`src/rtl/pipe_elastic_reg_pkg.sv`:
```
// pipe_elastic_reg_pkg: occupancy encoding and shared constants for the elastic stage
package pipe_elastic_reg_pkg;
  typedef enum logic [1:0] {
    OCC_EMPTY = 2'd0,
    OCC_ONE   = 2'd1,
    OCC_FULL  = 2'd2
  } occ_e;
  localparam logic ENABLE  = 1'b1;
  localparam logic DISABLE = 1'b0;
endpackage

```
`src/rtl/pipe_elastic_reg_sat_counter.sv`:
```
// sat_counter: enable-gated saturating up-counter
module sat_counter #(
  parameter int CNT_W = 16
) (
  input  logic             clk,
  input  logic             rst,
  input  logic             rdy,
  input  logic             inc,
  output logic [CNT_W-1:0] cnt
);
  always_ff @(posedge clk)
    if (rst) cnt <= '0;
    else if (rdy && inc && cnt != '1) cnt <= cnt + CNT_W'(1);
endmodule

```
`src/rtl/pipe_elastic_reg.sv`:
```
// pipe_elastic_reg: valid/ready pipeline stage with optional skid slot, flush and stall counter
module pipe_elastic_reg
  import pipe_elastic_reg_pkg::*;
#(
  parameter int WIDTH       = 32,
  parameter int SKID        = 1,
  parameter int BUBBLE_ZERO = 1,
  parameter int CNT_W       = 16
) (
  input  logic             clk,
  input  logic             rst,
  input  logic             rdy,
  input  logic             flush,
  input  logic             in_valid,
  output logic             in_ready,
  input  logic [WIDTH-1:0] in_data,
  output logic             out_valid,
  input  logic             out_ready,
  output logic [WIDTH-1:0] out_data,
  output logic [1:0]       occupancy,
  output logic [CNT_W-1:0] stall_cycles
);
  occ_e             occ_q, occ_d;
  logic             valid_q, in_rdy_q, in_rdy_d;
  logic [WIDTH-1:0] head_q, head_d, head_n, tail_q, tail_d;
  logic             push, pop, fill, drain;
  assign in_ready  = (SKID != 0) ? in_rdy_q : (~valid_q | out_ready);
  assign out_valid = valid_q;
  assign out_data  = head_q;
  assign occupancy = occ_q;
  always_comb begin
    push     = in_valid & in_ready & rdy & ~flush;
    pop      = out_valid & out_ready & rdy;
    fill     = push & ~pop;
    drain    = pop & ~push;
    occ_d    = flush ? OCC_EMPTY
             : fill  ? ((occ_q == OCC_EMPTY) ? OCC_ONE : OCC_FULL)
             : drain ? ((occ_q == OCC_FULL) ? OCC_ONE : OCC_EMPTY)
             : occ_q;
    head_n   = flush ? head_q
             : (push && (occ_q == OCC_EMPTY || pop)) ? in_data
             : (pop && occ_q == OCC_FULL) ? tail_q
             : head_q;
    head_d   = (BUBBLE_ZERO != 0 && occ_d == OCC_EMPTY) ? '0 : head_n;
    tail_d   = (fill && occ_q == OCC_ONE) ? in_data : tail_q;
    in_rdy_d = occ_d != OCC_FULL;
  end
  always_ff @(posedge clk)
    if (rst) begin
      occ_q    <= OCC_EMPTY;
      valid_q  <= DISABLE;
      head_q   <= '0;
      tail_q   <= '0;
      in_rdy_q <= ENABLE;
    end else if (rdy) begin
      occ_q    <= occ_d;
      valid_q  <= occ_d != OCC_EMPTY;
      head_q   <= head_d;
      tail_q   <= tail_d;
      in_rdy_q <= in_rdy_d;
    end
  sat_counter #(.CNT_W(CNT_W)) u_stall (
    .clk (clk),
    .rst (rst),
    .rdy (rdy),
    .inc (out_valid & ~out_ready),
    .cnt (stall_cycles)
  );
endmodule
```
`config.mk`:
```
export PLATFORM = sky130hd
export DESIGN_NAME = pipe_elastic_reg
export DESIGN_NICKNAME = d
export VERILOG_FILES = /design/src/rtl/pipe_elastic_reg_pkg.sv /design/src/rtl/pipe_elastic_reg_sat_counter.sv /design/src/rtl/pipe_elastic_reg.sv
export SDC_FILE = /design/constraint.sdc
export NUM_CORES = 1
export LEC_CHECK = 0
export BUFFER_PORTS_ARGS = -buffer_cell sky130_fd_sc_hd__clkbuf_2
export CAP_MARGIN = 20
export CORE_UTILIZATION = 45
export DETAILED_ROUTE_END_ITERATION = 10
export PLACE_DENSITY = 0.67
export SLEW_MARGIN = 20
export SYNTH_ARGS = -nofsm -noshare
export SYNTH_HDL_FRONTEND = slang
export SYNTH_HIERARCHICAL = 1
export SYNTH_SLANG_ARGS = --single-unit
```
`constraint.sdc`:
```
create_clock -name clk -period 2.6 [get_ports clk]
set_input_delay 0.26 -clock clk [delete_from_list [all_inputs] [get_ports clk]]
set_output_delay 0.26 -clock clk [all_outputs]
set_load 0.01 [all_outputs]
```
==> results by group, run 1 <==
Critical path
  – Crit Path Max Fanout: 32
  – Req. time, crit path: 2840 ps
  – Setup CP Type: reg -> reg
  – Arrival time worst endpoint: about 2400 ps
  – CP Capture Type: flip-flop
  – Cells on worst reg2reg path: 5
  – CP Launch Type: flip-flop

Power
  – Post-route total power: around 2.4 mW
  – Leak: 1.997 nW
  – Maximum vdd drop: 277.5 µV
  – Pwr/cell area: 540.9 mW/mm²

Layout
  – Filler cell count: about 740
  – # diodes: 0
  – Most frequent cells in the layout: clkbuf_2, dfxtp_1, nor2_1, mux2i_1, a22oi_1
  – Util after Layout: around 56%
  – Total Nets Final: 506
  – Area growth from synthesis to layout: 18.07%
  – Commonest non-fill, non-tap cell in the layout: clkbuf_2
  – Layout cell share with drive strength beyond 1: around a third

Global route
  – Gr busiest metal: met2
  – Met3 usage: around 4.2%
  – First-pass GRT wire length: 13.01 mm
  – Largest net degree at the start of global routing: 45
  – Initial antenna violation count: 0
  – Met1 usage: 24.02%
  – Grt met2 use: between 30% and 40%
  – Total GRT Usage: 18.94%
  – Total congestion overflow: 0
  – Vias in the first global route: between 2000 and 3000

Placement
  – PortBufs: 89
  – Pre-CTS WS: 475.2 ps
  – Placed wire-length estimate: 5.151 mm
  – Routability congestion estimate from global placement: 0.8645

Floorplan
  – Row count: 32
  – Die Width: 93.15 µm
  – Initial Util: 47.40%
  – Chip height: 93.15 µm
  – Die area: slightly below 0.009 mm²
  – Core footprint: roughly 0.008 mm²
  – I/O Pins: 90

STA
  – Clock Skew: around 10 ps
  – Final Max Slew Viols: 0
  – Minimum clock period: 2113 ps
  – Hold Fails Final Rpt: 0
  – Period utilization: roughly four fifths
  – Measured slew at the worst slew-check pin: around 950 ps
  – Max Fclk: 0.4733 GHz
  – Final Setup Violations: 0
  – RSZ-0062 raised after global routing: no
  – Relative slew slack: around 37%
  – Final worst setup slack: 487.0 ps
  – Setup tns final: 0 ps

Yosys
  – Number of flops mapped to enable cells by yosys: 0
  – Synthesized area: 0.003739 mm²
  – Synth Register Bits: 84
  – Syn nets: between 400 and 500
  – Synth unique cells: 46
  – Sequential element share of the synthesized area: about 45%
  – Yosys Warn Count: 6
  – Syn Area/Cell: 9.636 µm²
  – Asr flop ratio synth: 0%
  – Main flop type after synthesis: dfxtp_1
  – Cell count after synthesis: between 300 and 400

Status
  – Status: finished, final reports clean

Route
  – Via/cell ratio: 5.329
  – Number of DRC markers in iteration 0: 95
  – Detailed Routing Iterations Pass 1: 5
  – Final ANT Viol Nets: 0
  – # DRC: 0
  – Total Wirelength: 7.881 mm
  – Routed len/inst: 13.73 µm
  – Via count: 3059

CTS
  – Clk_lat worst skew: 350 ps
  – CTS tree: yes
  – CTS sink cnt: 84
  – Cts bufs inserted: 9
  – Setup Fix Bufs, Post-CTS: 0
  – Clk pin slew, worst setup/hold paths: 90 ps
  – Clock Tree Root: clkbuf_8
  – CTS Buffer Depth: 2
  – Post_cts resized: 0
  – CTS H-tree lvls: 3
  – # hold bufs at CTS: 0

Flow run
  – Max-Cap Viols: 0

Hold path
  – Hold-critical path depth: 3
  – Hold WC Path Type: in -> reg
-- cells in the mapped netlist, drive strengths merged (5+ instances only) --
cell | number | share of area, %
o31ai | 6 | 1.2
mux2 | 33 | 9.9
a22oi | 32 | 6.4
clkbuf | 9 | 0.90
mux2i | 34 | 9.1
nand4 | 6 | 1.0
nand3 | 8 | 1.3
or3 | 7 | 1.2
o21ai | 7 | 0.94
nand2 | 12 | 1.2
buf | 18 | 4.2
nor2 | 77 | 7.8
a21oi | 15 | 2.0
nor3 | 5 | 0.97
dfxtp | 84 | 45
or4 | 5 | 1.1
-- worst max-delay path, stage by stage (launching register included) --
cell and delay (ps):
dfxtp_1 360, and2_1 270, nand3_2 100, or3_2 890, mux2i_1 310, nor2_1 60
-- worst paths after layout --
path | from | end | slack (ps)
max | in_ready | tail_q[15] | 490
min reg2reg | tail_q[4] | tail_q[4] | 490
min | in_data[23] | tail_q[23] | 150
max reg2reg | in_ready | tail_q[15] | 490
-- flip-flops by register name, summed over array words and instances, names as in the netlist --
signal and count:
u_stall/cnt 16, out_valid 1, out_data 32, occupancy 2, tail_q 32, in_ready 1
-- layer usage --
layer	up-vias	part of all wire [%]	routed length [µm]
li1	1543	-	-
met1	1437	48	3745
met2	72	47	3711
met3	7	4.3	341
met4	0	1.0	82
met5	-	0	0
-- cells by family (layout without fill, tap and decap cells) --
logic type      after synthesis  count (layout)  share of synthesized area (%)
fa+ha+maj                     1               1                         0.3346
mux                          67              67                          19.04
compound gates               68              68                          12.25
simple gates                136             136                          17.64
flops                        84              84                          44.98
buf+inv                      31             115                          5.522
xor+xnor                      1               1                         0.2343
-- per-stage QoR --
stage	hold WS [ps]	area [µm²]	instances
finish	154.0	4414	574
floorplan	403.9	3739	388
global placement	467.2	4215	558
detailed placement	480.4	4215	558
CTS	131.7	4414	574
global route	138.9	4414	574
-- where the power goes --
group | switching [mW] | internal (mW)
Sequential | 0.00640 | 1.29
Combinational | 0.0921 | 0.0635
Clock | 0.481 | 0.453
Total | 0.580 | 1.81
-- layout make-up --
type                    instances  area (µm²)  area share [%]
well taps                     102       127.6           2.891
inverters                       4       15.01          0.3401
multi-input cells             273        1888           42.77
flip-flops and latches         84        1682           38.10
clock inverters                 6       71.32           1.616
repair buffers                 95       503.0           11.39
clock buffers                  10       127.6           2.891
(Power assumes the default switching activity.)
==> run 2: changes to the inputs <==
==> constraint.sdc (replaced) <==
create_clock -name clk -period 2.2 [get_ports clk]
set_input_delay 0.22 -clock clk [delete_from_list [all_inputs] [get_ports clk]]
set_output_delay 0.22 -clock clk [all_outputs]
set_load 0.01 [all_outputs]
==> run 2 against run 1 <==
Sequential cell count did not move; clock-buffer cell count fell by 1; critical endpoint is now u_stall/cnt[15]; routed wire length rose by 1.8%; total power rose by 15%; register-to-register slack got worse by 180 ps; critical path type unchanged; core utilization rose by 0.24 points; highest routed layer unchanged; critical path depth fell by 1; largest cell class unchanged; global-route usage fell by 0.57 points.
==> results by group, run 2 (synthesized netlist as in run 1, its figures left out) <==
Status
  – Status: finished, final reports clean

Global route
  – Total congestion overflow: 0
  – First-pass GRT wire length: 12.68 mm
  – Total GRT Usage: a little under a fifth
  – Vias in the first global route: 2692
  – Initial antenna violation count: 0
  – Largest net degree at the start of global routing: 52

Critical path
  – CP Launch Type: flip-flop
  – CP Capture Type: flip-flop
  – Crit Path Max Fanout: 8
  – Crit-path cells: nand3_2 -> or4_4 -> or4_1 -> a21oi_1
  – CP max stage cell: or4_4
  – Crit path depth: 4
  – Arrival time worst endpoint: 2170 ps
  – CP peak stage delay: 590 ps
  – Setup CP Type: reg -> reg
  – Cells on worst reg2reg path: 4
  – Worst Path Buf+Inv: 0
  – Req. time, crit path: 2480 ps
  – CP top delay family: simple AND/OR/NAND/NOR gates

Placement
  – Area of placed instances: 0.004250 mm²
  – Placed wire-length estimate: 5.289 mm
  – PortBufs: 89
  – Routability congestion estimate from global placement: 0.8507

Floorplan
  – I/O Pins: 90
  – Chip height: 93.15 µm
  – Die area: 0.008677 mm²
  – Die Width: 93.15 µm
  – Core footprint: roughly 0.0079 mm²
  – Initial Util: 47.40%
  – Row count: 32

Power
  – Post-route total power: 2.746 mW
  – Leak: around 2.0 nW
  – Maximum vdd drop: 332.3 µV
  – Pwr/cell area: approximately 620 mW/mm²

STA
  – Minimum clock period: roughly 1900 ps
  – Relative slew slack: 70.23%
  – RSZ-0062 raised after global routing: no
  – Max Fclk: ~0.53 GHz
  – Final Setup Violations: 0
  – Final Max Slew Viols: 0
  – Hold Fails Final Rpt: 0
  – Measured slew at the worst slew-check pin: 445.9 ps
  – Setup tns final: 0 ps
  – Period utilization: 86.11%
  – Clock Skew: 12.75 ps

CTS
  – Post_cts resized: 0
  – Cts bufs inserted: 9
  – CTS tree: yes
  – # hold bufs at CTS: 0
  – Clk_lat worst skew: 350 ps
  – CTS sink cnt: 84
  – Setup Fix Bufs, Post-CTS: 0
  – CTS Buffer Depth: 2
  – Clk pin slew, worst setup/hold paths: ~90 ps
  – CTS H-tree lvls: 3
  – Clock Tree Root: clkbuf_8

Layout
  – Fin area: 0.004433 mm²
  – Area growth from synthesis to layout: 18.57%
  – Total Nets Final: 509
  – Commonest non-fill, non-tap cell in the layout: clkbuf_2
  – Layout cell share with drive strength beyond 1: between 30% and 40%
  – Filler cell count: between 600 and 700
  – Most frequent cells in the layout: clkbuf_2, dfxtp_1, nor2_1, mux2i_1, a22oi_1
  – # diodes: 0
  – Util after Layout: around 56%

Hold path
  – Hold WC Path Type: in -> reg
  – Hold-critical path depth: 3

Route
  – Final ANT Viol Nets: 0
  – # DRC: 0
  – Total Wirelength: 8.025 mm
  – Via/cell ratio: roughly 5.4
  – Number of DRC markers in iteration 0: 108
  – Via count: between 3000 and 4000
  – Routed len/inst: 13.91 µm
  – Detailed Routing Iterations Pass 1: 5

Flow run
  – Max-Cap Viols: 0
-- run 2: metrics by stage --
step | setup slack, ps | cells | hold slack [ps]
6_report | 305.6 | 577 | 111.8
5_1_grt | 198.8 | 577 | 102.4
4_1_cts | 304.3 | 577 | 100.8
3_5_place_dp | 317.9 | 561 | 474.5
3_3_place_gp | 366.8 | 561 | 462.1
2_1_floorplan | 343.1 | 388 | 363.9
-- run 2: worst reg2reg max path, cell delays in order (launching register included) --
cell and delay, ps:
dfxtp_1 460, nand3_2 160, or4_4 590, or4_1 480, a21oi_1 140
-- run 2: path summary, 6_finish.rpt --
| path | slack, ps | startpoint | end |
|---|---|---|---|
| worst min-delay path | 110 | in_data[1] | tail_q[1] |
| worst max-delay path | 310 | u_stall/cnt[5] | u_stall/cnt[15] |
| worst max register to register | 310 | u_stall/cnt[5] | u_stall/cnt[15] |
| worst min register to register | 500 | tail_q[2] | tail_q[2] |
-- run 2: where the power goes --
part	switching [mW]	internal (mW)	leakage, nW	total (mW)
Combinational	0.111	0.0782	1.24	0.189
Clock	0.595	0.428	0.0921	1.02
Sequential	0.00756	1.53	0.677	1.53
Total	0.713	2.03	2.01	2.75
-- run 2: final cells by class --
class | count | area, µm² | area share, %
Clock buffer | 9 | 123.9 | 2.794
Multi-Input combinational cell | 273 | 1888 | 42.59
Clock inverter | 7 | 58.81 | 1.327
Tap cell | 102 | 127.6 | 2.879
Sequential cell | 84 | 1682 | 37.93
Timing Repair Buffer | 98 | 538.0 | 12.14
Inverter | 4 | 15.01 | 0.3387
-- run 2: per-layer routing --
metal  wire length, µm  up-vias  track usage [%]
li1                  -     1552                -
met1              3687     1474            23.19
met2              3842       86            29.84
met3               456        2            5.772
met4                38        0            5.641
met5                 0        -                0
==> run 3: changes to the inputs <==
--- a/config.mk
+++ b/config.mk
@@ -5,11 +5,13 @@
 export SDC_FILE = /design/constraint.sdc
 export NUM_CORES = 1
 export LEC_CHECK = 0
+export ABC_AREA = 1
 export BUFFER_PORTS_ARGS = -buffer_cell sky130_fd_sc_hd__clkbuf_2
 export CAP_MARGIN = 20
 export CORE_UTILIZATION = 45
+export CTS_BUF_LIST = sky130_fd_sc_hd__clkbuf_16
 export DETAILED_ROUTE_END_ITERATION = 10
-export PLACE_DENSITY = 0.67
+export PLACE_DENSITY = 0.66
 export SLEW_MARGIN = 20
 export SYNTH_ARGS = -nofsm -noshare
 export SYNTH_HDL_FRONTEND = slang
==> constraint.sdc (replaced) <==
create_clock -name clk -period 1.8 [get_ports clk]
set_input_delay 0.18 -clock clk [delete_from_list [all_inputs] [get_ports clk]]
set_output_delay 0.18 -clock clk [all_outputs]
set_load 0.01 [all_outputs]
==> run 3 against run 2 <==
The run now ends with DRC left; setup slack got worse by 150 ps; non-clock buffer count rose by 10; sequential share of layout area fell by 4.5 points; clock skew fell by 5.6 ps; via count rose by 32%; total power rose by 55%; critical endpoint is now out_data[30].
==> results by group, run 3 <==
Floorplan
  – Die area: 0.009588 mm²
  – Initial Util: 47.02%
  – Core footprint: 0.008806 mm²
  – Chip height: 97.92 µm
  – Die Width: around 98 µm
  – Row count: 34
  – I/O Pins: 90

Route
  – Total Wirelength: about 11 mm
  – # DRC: 6
  – Detailed Routing Iterations Pass 1: 7
  – Via/cell ratio: 5.203
  – Number of DRC markers in iteration 0: between 150 and 200
  – Routed len/inst: 13.39 µm
  – Via count: ~4000
  – Final ANT Viol Nets: 0

Layout
  – Commonest non-fill, non-tap cell in the layout: nand2_1
  – Filler cell count: 847
  – Fin area: 0.005022 mm²
  – # diodes: 0
  – Total Nets Final: 718
  – Layout cell share with drive strength beyond 1: between 20% and 30%
  – Area growth from synthesis to layout: 21.31%
  – Most frequent cells in the layout: nand2_1, clkbuf_2, dfxtp_1, a21oi_1, nand3_1

Global route
  – Total GRT Usage: 23.25%
  – Vias in the first global route: between 3000 and 4000
  – Total congestion overflow: 0
  – First-pass GRT wire length: around 18 mm
  – Largest net degree at the start of global routing: 38
  – Initial antenna violation count: 0

CTS
  – Clk pin slew, worst setup/hold paths: 60 ps
  – Setup Fix Bufs, Post-CTS: 0
  – CTS tree: yes
  – CTS H-tree lvls: 3
  – Cts bufs inserted: 9
  – # hold bufs at CTS: 0
  – Clk_lat worst skew: around 330 ps
  – CTS sink cnt: 84
  – CTS Buffer Depth: 2
  – Clock Tree Root: clkbuf_16
  – Post_cts resized: 0

Yosys
  – Yosys Warn Count: 6
  – Top-count cell post-synth: nand2_1
  – Sequential element share of the synthesized area: 40.62%
  – Main combinational cell family by area after synthesis: simple AND/OR/NAND/NOR gates
  – Post-synth top area cell: dfxtp_1
  – Synth area leaders: dfxtp_1, nand2_1, a21oi_1, nand3_1, nor2_1
  – Mux cell area share after synthesis: 0%
  – Cell count after synthesis: 596
  – Asr flop ratio synth: 0%
  – Number of flops mapped to enable cells by yosys: 0
  – Synth Register Bits: 84
  – Commonest cells in the netlist: nand2_1, dfxtp_1, a21oi_1
  – Yosys top cell area share: 40.62%
  – Synthesized area: 0.004140 mm²
  – Synth unique cells: 29
  – Main flop type after synthesis: dfxtp_1
  – Post-synthesis compound-gate area fraction: around 15%
  – Synth Area in XOR/XNOR: 0%
  – Syn nets: 635
  – Share of synthesized cell area in full adder, half adder and majority cells: 0.3022%
  – Syn Area/Cell: a little under 7 µm²
  – Synth Area in Simple Gates: 35.30%

Hold path
  – Hold WC Path Type: in -> reg
  – Hold worst-path end: tail_q[20]
  – Hold path startpoint: in_data[20]
  – Hold-critical path depth: 3

Critical path
  – Setup CP Type: reg -> reg
  – CP peak stage delay: 370 ps
  – RR Endpoint: out_data[30]
  – R2R Path Start: occupancy[0]
  – Req. time, crit path: a little over 2000 ps
  – R2r setup slk: 160 ps
  – Crit Path Max Fanout: 17
  – Arrival time worst endpoint: 1900 ps
  – Crit-path cells: or2_2 -> nand2_2 -> buf_4 -> nand3_1 -> nand2_1 -> nand3_1 -> nand3_1 -> nand2_1 -> nor2_1
  – Worst Setup SP: occupancy[0]
  – CP max stage cell: dfxtp_1
  – Cells on worst reg2reg path: 9
  – CP Launch Type: flip-flop
  – CP Capture Type: flip-flop
  – Critical path's most frequent cell: nand3_1

STA
  – RSZ-0062 raised after global routing: no
  – Period utilization: 91.34%
  – Hold Fails Final Rpt: 0
  – Measured slew at the worst slew-check pin: 496.5 ps
  – Setup tns final: 0 ps
  – Max Fclk: 0.6082 GHz
  – Relative slew slack: 66.86%
  – Final Setup Violations: 0
  – Minimum clock period: around 1600 ps
  – Clock Skew: a little over 7 ps
  – Final Max Slew Viols: 0

Status
  – Failing checks: DRC
  – Status: finished with violations

Flow run
  – Max-Cap Viols: 0

Power
  – Post-route total power: 4.253 mW
  – Maximum vdd drop: approximately 540 µV
  – Pwr/cell area: 846.9 mW/mm²
  – Leak: ~2.1 nW

Placement
  – Area of placed instances: approximately 0.0047 mm²
  – Routability congestion estimate from global placement: slightly above 0.8
  – Placed wire-length estimate: 7.138 mm
  – PortBufs: a little under 90
run 3: cell count changes in the layout (fill, tap and decap cells not counted), moves of 14 or more:
cell     change
o21ai_0     +26
a21oi_1     +49
nor2_1      -26
nand3_1     +48
inv_1       +44
nand4_1     +23
mux2_2      -25
nand2_2     +14
nand2_1    +134
a22oi_1     -32
mux2i_1     -34
run 3: worst max path at each step:
| stage | endpoint | cells after the start |
|---|---|---|
| 3_3_place_gp | out_data[29] | 10 |
| 6_report | out_data[30] | 9 |
| 5_1_grt | out_data[30] | 9 |
| 3_5_place_dp | out_data[30] | 13 |
| 2_1_floorplan | out_data[19] | 9 |
| 4_1_cts | out_data[30] | 9 |
run 3: layout make-up:
class | count | area [µm²] | share of cell area [%]
Multi-Input combinational cell | 425 | 2086 | 41.53
Sequential cell | 84 | 1682 | 33.48
Timing Repair Buffer | 108 | 588.1 | 11.71
Clock buffer | 9 | 225.2 | 4.484
Inverter | 51 | 191.4 | 3.812
Tap cell | 108 | 135.1 | 2.691
Clock inverter | 7 | 115.1 | 2.292
run 3: cells by family after synthesis:
| group | count (synthesis) |
|---|---|
| AND/OR/NAND/NOR | 313 |
| adder cells (fa/ha/maj) | 1 |
| flip-flops | 84 |
| AO/OA/AOI/OAI | 111 |
| buffers and inverters | 87 |
run 3: power breakdown:
| group | switching, mW | internal (mW) | leakage, nW |
|---|---|---|---|
| logic | 0.188 | 0.0933 | 1.25 |
| registers | 0.00592 | 1.87 | 0.677 |
| clock network | 0.748 | 1.35 | 0.163 |
run 3: worst max-delay path, delay by kind of cell (launching register included):
family,cells,cell delay (ps)
DFF,1,370
and+or+nand+nor,8,970
buffers and inverters,1,240
run 3: per-stage QoR:
stage,hold slack (ps),setup WS (ps),instances,util [%]
after global placement,430.6,191.8,776,53.14
after detailed placement,435.0,104.3,776,53.14
final,147.7,155.9,792,57.03
after global routing,147.6,26.69,792,57.03
after floorplan,246.9,226.9,596,-
after CTS,142.2,167.0,792,57.00
run 3: metal layers:
layer	global-route usage (%)	wire [µm]	up-vias
met2	39.82	5271	83
li1	-	-	2129
met3	5.154	511	2
met5	0	0	-
met1	28.60	4766	1907
met4	8.392	52	0
